`config.mk`:
```
export PLATFORM = sky130hd
export DESIGN_NAME = countdown_timer
export DESIGN_NICKNAME = d
export VERILOG_FILES = /design/src/rtl/countdown_timer.sv
export SDC_FILE = /design/constraint.sdc
export NUM_CORES = 1
export LEC_CHECK = 0
export CAP_MARGIN = 10
export CORE_MARGIN = 10
export CORE_UTILIZATION = 45
export DETAILED_ROUTE_END_ITERATION = 10
export GPL_ROUTABILITY_DRIVEN = 0
export PLACE_DENSITY = 0.68
export SYNTH_ARGS = -nofsm -noshare
export SYNTH_HDL_FRONTEND = slang
export SYNTH_SLANG_ARGS = --single-unit
export TNS_END_PERCENT = 30
```
`constraint.sdc`:
```
create_clock -name clk -period 2.8 [get_ports clk]
set_clock_uncertainty 0.15 [all_clocks]
set_input_delay 0.56 -clock clk [delete_from_list [all_inputs] [get_ports clk]]
set_output_delay 0.56 -clock clk [all_outputs]
set_load 0.1 [all_outputs]
```
`src/rtl/countdown_timer.sv`:
```
// countdown_timer: programmable down counter with prescaled ticks, pause,
// abort and a terminal-count handshake (one-cycle tc_pulse plus a held
// expired flag that is cleared by ack).
//
// Optional build macro: COUNTDOWN_TIMER_AUTORELOAD_EN
//   When defined, the start value is kept in a reload register and the timer
//   reloads at terminal count instead of expiring; only abort or reset stop it.
//
// reset is asynchronous and active-low; its deassertion is synchronised
// outside this block.
`timescale 1ns/1ps

module countdown_timer #(
    parameter int WIDTH    = 4,
    parameter int PRESCALE = 4
) (
    input  logic             clk,
    input  logic             reset,
    input  logic [WIDTH-1:0] load_val,
    input  logic             start,
    input  logic             pause,
    input  logic             abort,
    input  logic             ack,
    output logic [WIDTH-1:0] count,
    output logic             busy,
    output logic             tc_pulse,
    output logic             expired
);

    localparam int            PW   = (PRESCALE > 1) ? $clog2(PRESCALE) : 1;
    localparam logic [PW-1:0] PMAX = PW'(PRESCALE - 1);

    typedef enum logic [1:0] {
        IDLE    = 2'd0,
        RUN     = 2'd1,
        PAUSE   = 2'd2,
        EXPIRED = 2'd3
    } state_t;

    state_t        state;
    logic [PW-1:0] presc;
    logic          tick;

`ifdef COUNTDOWN_TIMER_AUTORELOAD_EN
    logic [WIDTH-1:0] reload;
    logic             unused_ack;

    assign unused_ack = ack;
`endif

    // A count tick happens on the cycle the prescaler sits at its wrap value.
    always_comb begin
        tick = (presc == PMAX);
    end

    // Timer state machine; every output is a register updated here.
    always_ff @(posedge clk or negedge reset) begin
        if (!reset) begin
            state    <= IDLE;
            count    <= '0;
            presc    <= '0;
            busy     <= 1'b0;
            tc_pulse <= 1'b0;
            expired  <= 1'b0;
`ifdef COUNTDOWN_TIMER_AUTORELOAD_EN
            reload   <= '0;
`endif
        end else begin
            tc_pulse <= 1'b0;
            if (abort) begin
                state   <= IDLE;
                count   <= '0;
                presc   <= '0;
                busy    <= 1'b0;
                expired <= 1'b0;
            end else begin
                case (state)
                    IDLE: begin
                        if (start) begin
                            if (load_val != '0) begin
                                count <= load_val;
                                presc <= '0;
                                busy  <= 1'b1;
                                state <= RUN;
`ifdef COUNTDOWN_TIMER_AUTORELOAD_EN
                                reload <= load_val;
`endif
                            end
`ifndef COUNTDOWN_TIMER_AUTORELOAD_EN
                            else begin
                                count    <= '0;
                                tc_pulse <= 1'b1;
                                expired  <= 1'b1;
                                state    <= EXPIRED;
                            end
`endif
                        end
                    end

                    RUN: begin
                        presc <= tick ? '0 : presc + 1'b1;
                        // A tick on the same cycle as pause is handled before
                        // the pause takes effect.
                        if (tick && count == WIDTH'(1)) begin
                            tc_pulse <= 1'b1;
`ifdef COUNTDOWN_TIMER_AUTORELOAD_EN
                            count <= reload;
                            if (pause) begin
                                state <= PAUSE;
                            end
`else
                            count   <= '0;
                            busy    <= 1'b0;
                            expired <= 1'b1;
                            state   <= EXPIRED;
`endif
                        end else begin
                            if (tick) begin
                                count <= count - 1'b1;
                            end
                            if (pause) begin
                                state <= PAUSE;
                            end
                        end
                    end

                    PAUSE: begin
                        // Count and prescaler hold; resume picks up the held phase.
                        if (!pause) begin
                            state <= RUN;
                        end
                    end

                    EXPIRED: begin
`ifdef COUNTDOWN_TIMER_AUTORELOAD_EN
                        state <= IDLE;
`else
                        if (ack) begin
                            if (start && load_val != '0) begin
                                count   <= load_val;
                                presc   <= '0;
                                busy    <= 1'b1;
                                expired <= 1'b0;
                                state   <= RUN;
                            end else if (start) begin
                                tc_pulse <= 1'b1;
                            end else begin
                                expired <= 1'b0;
                                state   <= IDLE;
                            end
                        end
`endif
                    end

                    default: begin
                        state <= IDLE;
                    end
                endcase
            end
        end
    end

endmodule

```
Word level (Yosys, flattened, before mapping)

Cells that the tools add are included.

Add/sub/neg operators: 2
Eq/ne operators: 15
Multiplexer cells: 48
Reduce and logical (&&, ||, !) cells: 10

Operators with widths:

| cell                  | number |
|---|---|
| $mux W2               | 15 |
| $mux W4               | 7 |
| $ne A3 B3 Y1 const B  | 7 |
| $mux W1               | 20 |
| $reduce_and A5 Y1     | 3 |
| $ne A4 B4 Y1 const B  | 3 |
| $pmux W4 S3           | 1 |
| $reduce_and A6 Y1     | 2 |
| $pmux W1 S3           | 3 |
| $pmux W2 S4           | 1 |
| $reduce_bool A4 Y1    | 2 |
| $eq A2 B2 Y1 const B  | 3 |
| $pmux W2 S3           | 1 |
| $eq A4 B1 Y1 const B  | 1 |
| $sub A4 B1 Y4 const B | 1 |
| $add A2 B1 Y2 const B | 1 |
| $eq A2 B1 Y1 const B  | 1 |
| $logic_and A1 B1 Y1   | 2 |
| $logic_not A2 Y1      | 1 |

Register bits: 11
Input bits: 10

Longest topological paths before layout

Word-level depth: 6
Depth in mapped cells: 6
Gate-level depth less buffers: 6

Worst setup path after synthesis

No wires, ideal clock.

Path kind: register -> register
Start: reg count[1]
End: reg state[1]
Arrival: 2288 ps
Setup slack: 234 ps
Stages on the path, launching flop included: 7
Buffers on the path: 0
Clock period less this slack: 2566 ps
Path through: dfrtp_1 inv_1 ha_1 and4bb_1 o31a_1 o21ai_2 mux2_1

Cells in the longest elaborated chain, start to end: 5
Elaborated cells between the ends (all ways): 7

RTL lines:

| what                   | line | source |
|---|---|---|
| start, declared        | 24   | `output logic [WIDTH-1:0] count,` |
| start signal, assigned | 81   | `count <= load_val;` |
| start signal, assigned | 119  | `count <= count - 1'b1;` |
| start signal, assigned | 140  | `count <= load_val;` |
| $eq A4 B1 Y1 *         | 104  | `if (tick && count == WIDTH'(1)) begin` |
| $logic_and A1 B1 Y1 *  | 104  |  |
| $mux W2                | 104  |  |
| $pmux W2 S4            | 77   | `case (state)` |
| $mux W2                | 70   | `if (abort) begin` |
| end signal, assigned   | 71   | `state <= IDLE;` |
| end signal, assigned   | 84   | `state <= RUN;` |
| end signal, assigned   | 115  | `state <= EXPIRED;` |
| end, declared          | 40   | `state_t state;` |

Every way passes the cells marked *; elsewhere a longest branch is shown, timed or not.
A chain may end at the register's enable or synchronous reset.

Worst setup path in the final report

Start: in load_val[2]
End: reg count[1]

Cells in the longest elaborated chain, start to end: 5
Elaborated cells between the ends (all ways): 8

RTL lines:

| what                 | line    | source |
|---|---|---|
| start, declared      | 19      | `input logic [WIDTH-1:0] load_val,` |
| $reduce_bool A4 Y1 * | 80, 139 |  |
| $mux W4              | 80      | `if (load_val != '0) begin` |
| $mux W4              | 79      | `if (start) begin` |
| $pmux W4 S3          | 77      |  |
| $mux W4              | 70      |  |

Every way passes the cells marked *; elsewhere a longest branch is shown, timed or not. The select of a mux whose other input is x is not followed.

==> results by group <==
Drt
  • DRC Markers: 0
  • Wirelength per Cell: 15.75 um
  • Drt total wl: 2048 um
  • Routed vias: 758
  • Iteration-0 DRC Markers: 39
  • 1st-pass router iterations: 4
  • Vias per cell: 5.831
  • Post-DRT Antenna Nets: 0

Synthesis
  • Dominant cell type by area after synthesis: dfrtp_1
  • Post-synthesis async set-or-reset flop share: 1.000
  • Number of synthesized flops with an enable pin: 0
  • Post-synthesis sequential area ratio: 0.3212
  • Most used DFF post-synth: dfrtp_1
  • Avg Cell Area, Syn: 9.630 um^2
  • Cell variety after synth: 45
  • Yosys warnings: 0
  • Syn Inst Count: 89
  • Share of the synthesized area in the top cell type: 0.3212
  • Syn Nets: 102
  • Netlist Area Pre-Place: 857.1 um^2
  • Number of synthesized register bits: 11
  • Largest cells by area after synthesis: dfrtp_1 (32%), ha_1 (4.4%), nor2_1 (3.1%)

Setup path
  • WS Path Type: input port to flop
  • CP endpoint: count[1]
  • CP max-delay cell: clkdlybuf4s50_1
  • Reg2reg start: count[1]
  • Worst reg-to-reg path cell count: 6
  • Crit Path Max Fanout: 6
  • Data arrival, critical path: 2220 ps
  • Slowest stage delay, CP: 500 ps
  • FF-to-FF setup slack: 780 ps
  • Reg2reg end: state[0]
  • Worst setup SP type: input port
  • CP endpoint kind: flop
  • Crit path from: load_val[2]
  • CP Cell Sequence: clkdlybuf4s50_1 -> nor4_4 -> o32ai_2 -> nor2_4 -> mux2_4
  • CP required: 2810 ps

Floorplan
  • Initial Util: 0.4858
  • Die height: 63.64 um
  • Die span in x: 63.64 um
  • # IOs: 17
  • Area of the core: 1764 um^2
  • Die area: 4050 um^2
  • Std cell rows: 15

Timing
  • Setup TNS: 0 ps
  • Period utilization: 0.7892
  • RSZ-0062 raised after global routing: false
  • Worst Tran Pin Value: 517.0 ps
  • Tmin final: 2210 ps
  • Slew Viols, Final: 0
  • Final hold vios: 0
  • FMAX: 452.6 MHz
  • Slew HR: 0.6542
  • Final setup viols: 0

Clocking
  • Clk slew on worst S/H paths: 80 ps
  • CTS Root Cell: clkbuf_4
  • Post-CTS Setup Inserts: 0
  • CTS Buf Count: 3
  • Maximum level of the CTS H-tree: 1
  • Hold-fix buffers, CTS: 0
  • CTS resizes: 0
  • Clock network latency to the later pin of the worst-skew pair: 270 ps
  • CTS tree: built
  • CTS sink count: 11
  • Clock Path Buffers: 2

Pwr
  • Pwr Density: 1016 nW/um^2
  • Maximum vdd drop: 490.4 uV
  • Logic pwr share: 0.603
  • P_leak: 0.4421 nW
  • Clk pwr share: 0.106
  • Switching pwr: 0.5757 mW
  • Cell-internal power: 0.4771 mW
  • Register share of total power: 0.291
  • Net Sw Frac: 0.5468

Final layout
  • Layout Area Growth over Synthesis: 20.88%
  • Antenna Cells: 0
  • Fillers: 175
  • Layout Nets: 119
  • Final core occ: 0.5872
  • Multi-input gate area: 530.5 um^2
  • Share of cells above drive strength 1: 0.1905
  • Register Area: 275.3 um^2

Run
  • Max-cap violation count: 0

Outcome
  • Outcome: finished clean

Global route
  • Largest net degree at the start of global routing: 18
  • Tot GR Track Use: 0.1024
  • Antenna violations before repair: 0
  • Vias in the first global route: 688
  • First-pass GRT wire length: 3408 um
  • Overflow after GRT: 0

Placed design
  • Detail Placement HPWL: 1488 um
  • Port Buffers: 16

Worst hold path
  • Worst Hold Class: flop to flop
[worst max-delay path: cells and delay by family]
| family | cells | cell delay (ps) |
|---|---|---|
| AO/OA/AOI/OAI | 1 | 220 |
| buffers and inverters | 1 | 500 |
| multiplexers | 1 | 310 |
| AND/OR/NAND/NOR | 2 | 640 |
[cell usage after synthesis, drive strengths merged, types with 2 or more instances]
cell and count:
nor4 3, o21ai 7, nand2b 3, a211oi 2, ha 3, nand2 4, nor4b 2, a21o 3
mux2i 2, clkbuf 2, a21oi 2, nor3 4, nor2 8, nor2b 2, dfrtp 11, inv 4
nand3b 2, buf 4, mux2 3
[through the flow]
step	cell area (um^2)	power (mW)	setup slack (ps)	instances	hold WS, ps
floorplan	857.1	0.8084	234.1	89	114.4
global placement	1010	0.9350	363.4	126	344.1
detailed placement	1010	0.9389	332.8	126	344.1
CTS	1036	1.059	606.7	130	376.9
global route	1036	1.125	522.3	130	398.8
finish	1036	1.053	590.4	130	372.1
[area by class of cell]
cell class / count / share of cell area
Timing Repair Buffer: 18 / 0.1522
Sequential cell: 11 / 0.2657
Inverter: 4 / 0.01449
Clock buffer: 4 / 0.02536
Multi-Input combinational cell: 68 / 0.5121
Tap cell: 25 / 0.03019
[power groups by stage]
| stage | clock network (mW) | registers [mW] | logic (mW) |
|---|---|---|---|
| 2_1_floorplan | 0 | 0.485 | 0.323 |
| 3_5_place_dp | 0 | 0.308 | 0.631 |
| 6_report | 0.111 | 0.306 | 0.635 |
| 5_1_grt | 0.125 | 0.319 | 0.681 |
| 3_3_place_gp | 0 | 0.304 | 0.631 |
| 4_1_cts | 0.117 | 0.305 | 0.636 |
[how the worst min path moves through the flow]
stage / start / to / slack [ps] / cells after the start
detailed placement: presc[1] / presc[1] / 340 / 1
finish: presc[0] / presc[0] / 370 / 1
floorplan: reset / busy / 110 / 0
CTS: presc[0] / presc[0] / 380 / 1
global placement: presc[0] / presc[0] / 340 / 1
global route: presc[0] / presc[0] / 400 / 1
[cells in the final DEF (no fill, tap or decap), types with 2 or more instances in the layout]
cell type / n
clkbuf_4: 3
nand2b_1: 3
buf_4: 9
nor4b_1: 2
nor2b_1: 2
nand2_1: 4
o21ai_0: 5
mux2_1: 2
nand3b_1: 2
nor3_1: 4
nor4_1: 2
clkdlybuf4s50_1: 9
mux2i_1: 2
dfrtp_1: 11
a21o_1: 3
ha_1: 3
inv_1: 4
a21oi_1: 2
nor2_1: 7
[layer usage]
layer	global-route usage	up-vias	share of wire
met5	0	-	0
met1	0.1534	356	0.51
met4	0.04098	0	0.0059
met3	0.02473	2	0.069
met2	0.1307	29	0.42
li1	-	371	-
[sequential cells by signal, summed over array words and instances, names as in the netlist]
signal / count
count: 4
presc: 2
state: 2
busy: 1
expired: 1
tc_pulse: 1
[kinds of logic (layout without fill, tap and decap cells)]
kind of cell / after synthesis / count (layout) / synth area share
compound gates: 27 / 27 / 0.2526
fa+ha+maj: 3 / 3 / 0.04380
buf+inv: 10 / 26 / 0.05985
flops: 11 / 11 / 0.3212
mux: 5 / 5 / 0.06715
simple gates: 33 / 33 / 0.2555
(Power assumes the default switching activity.)
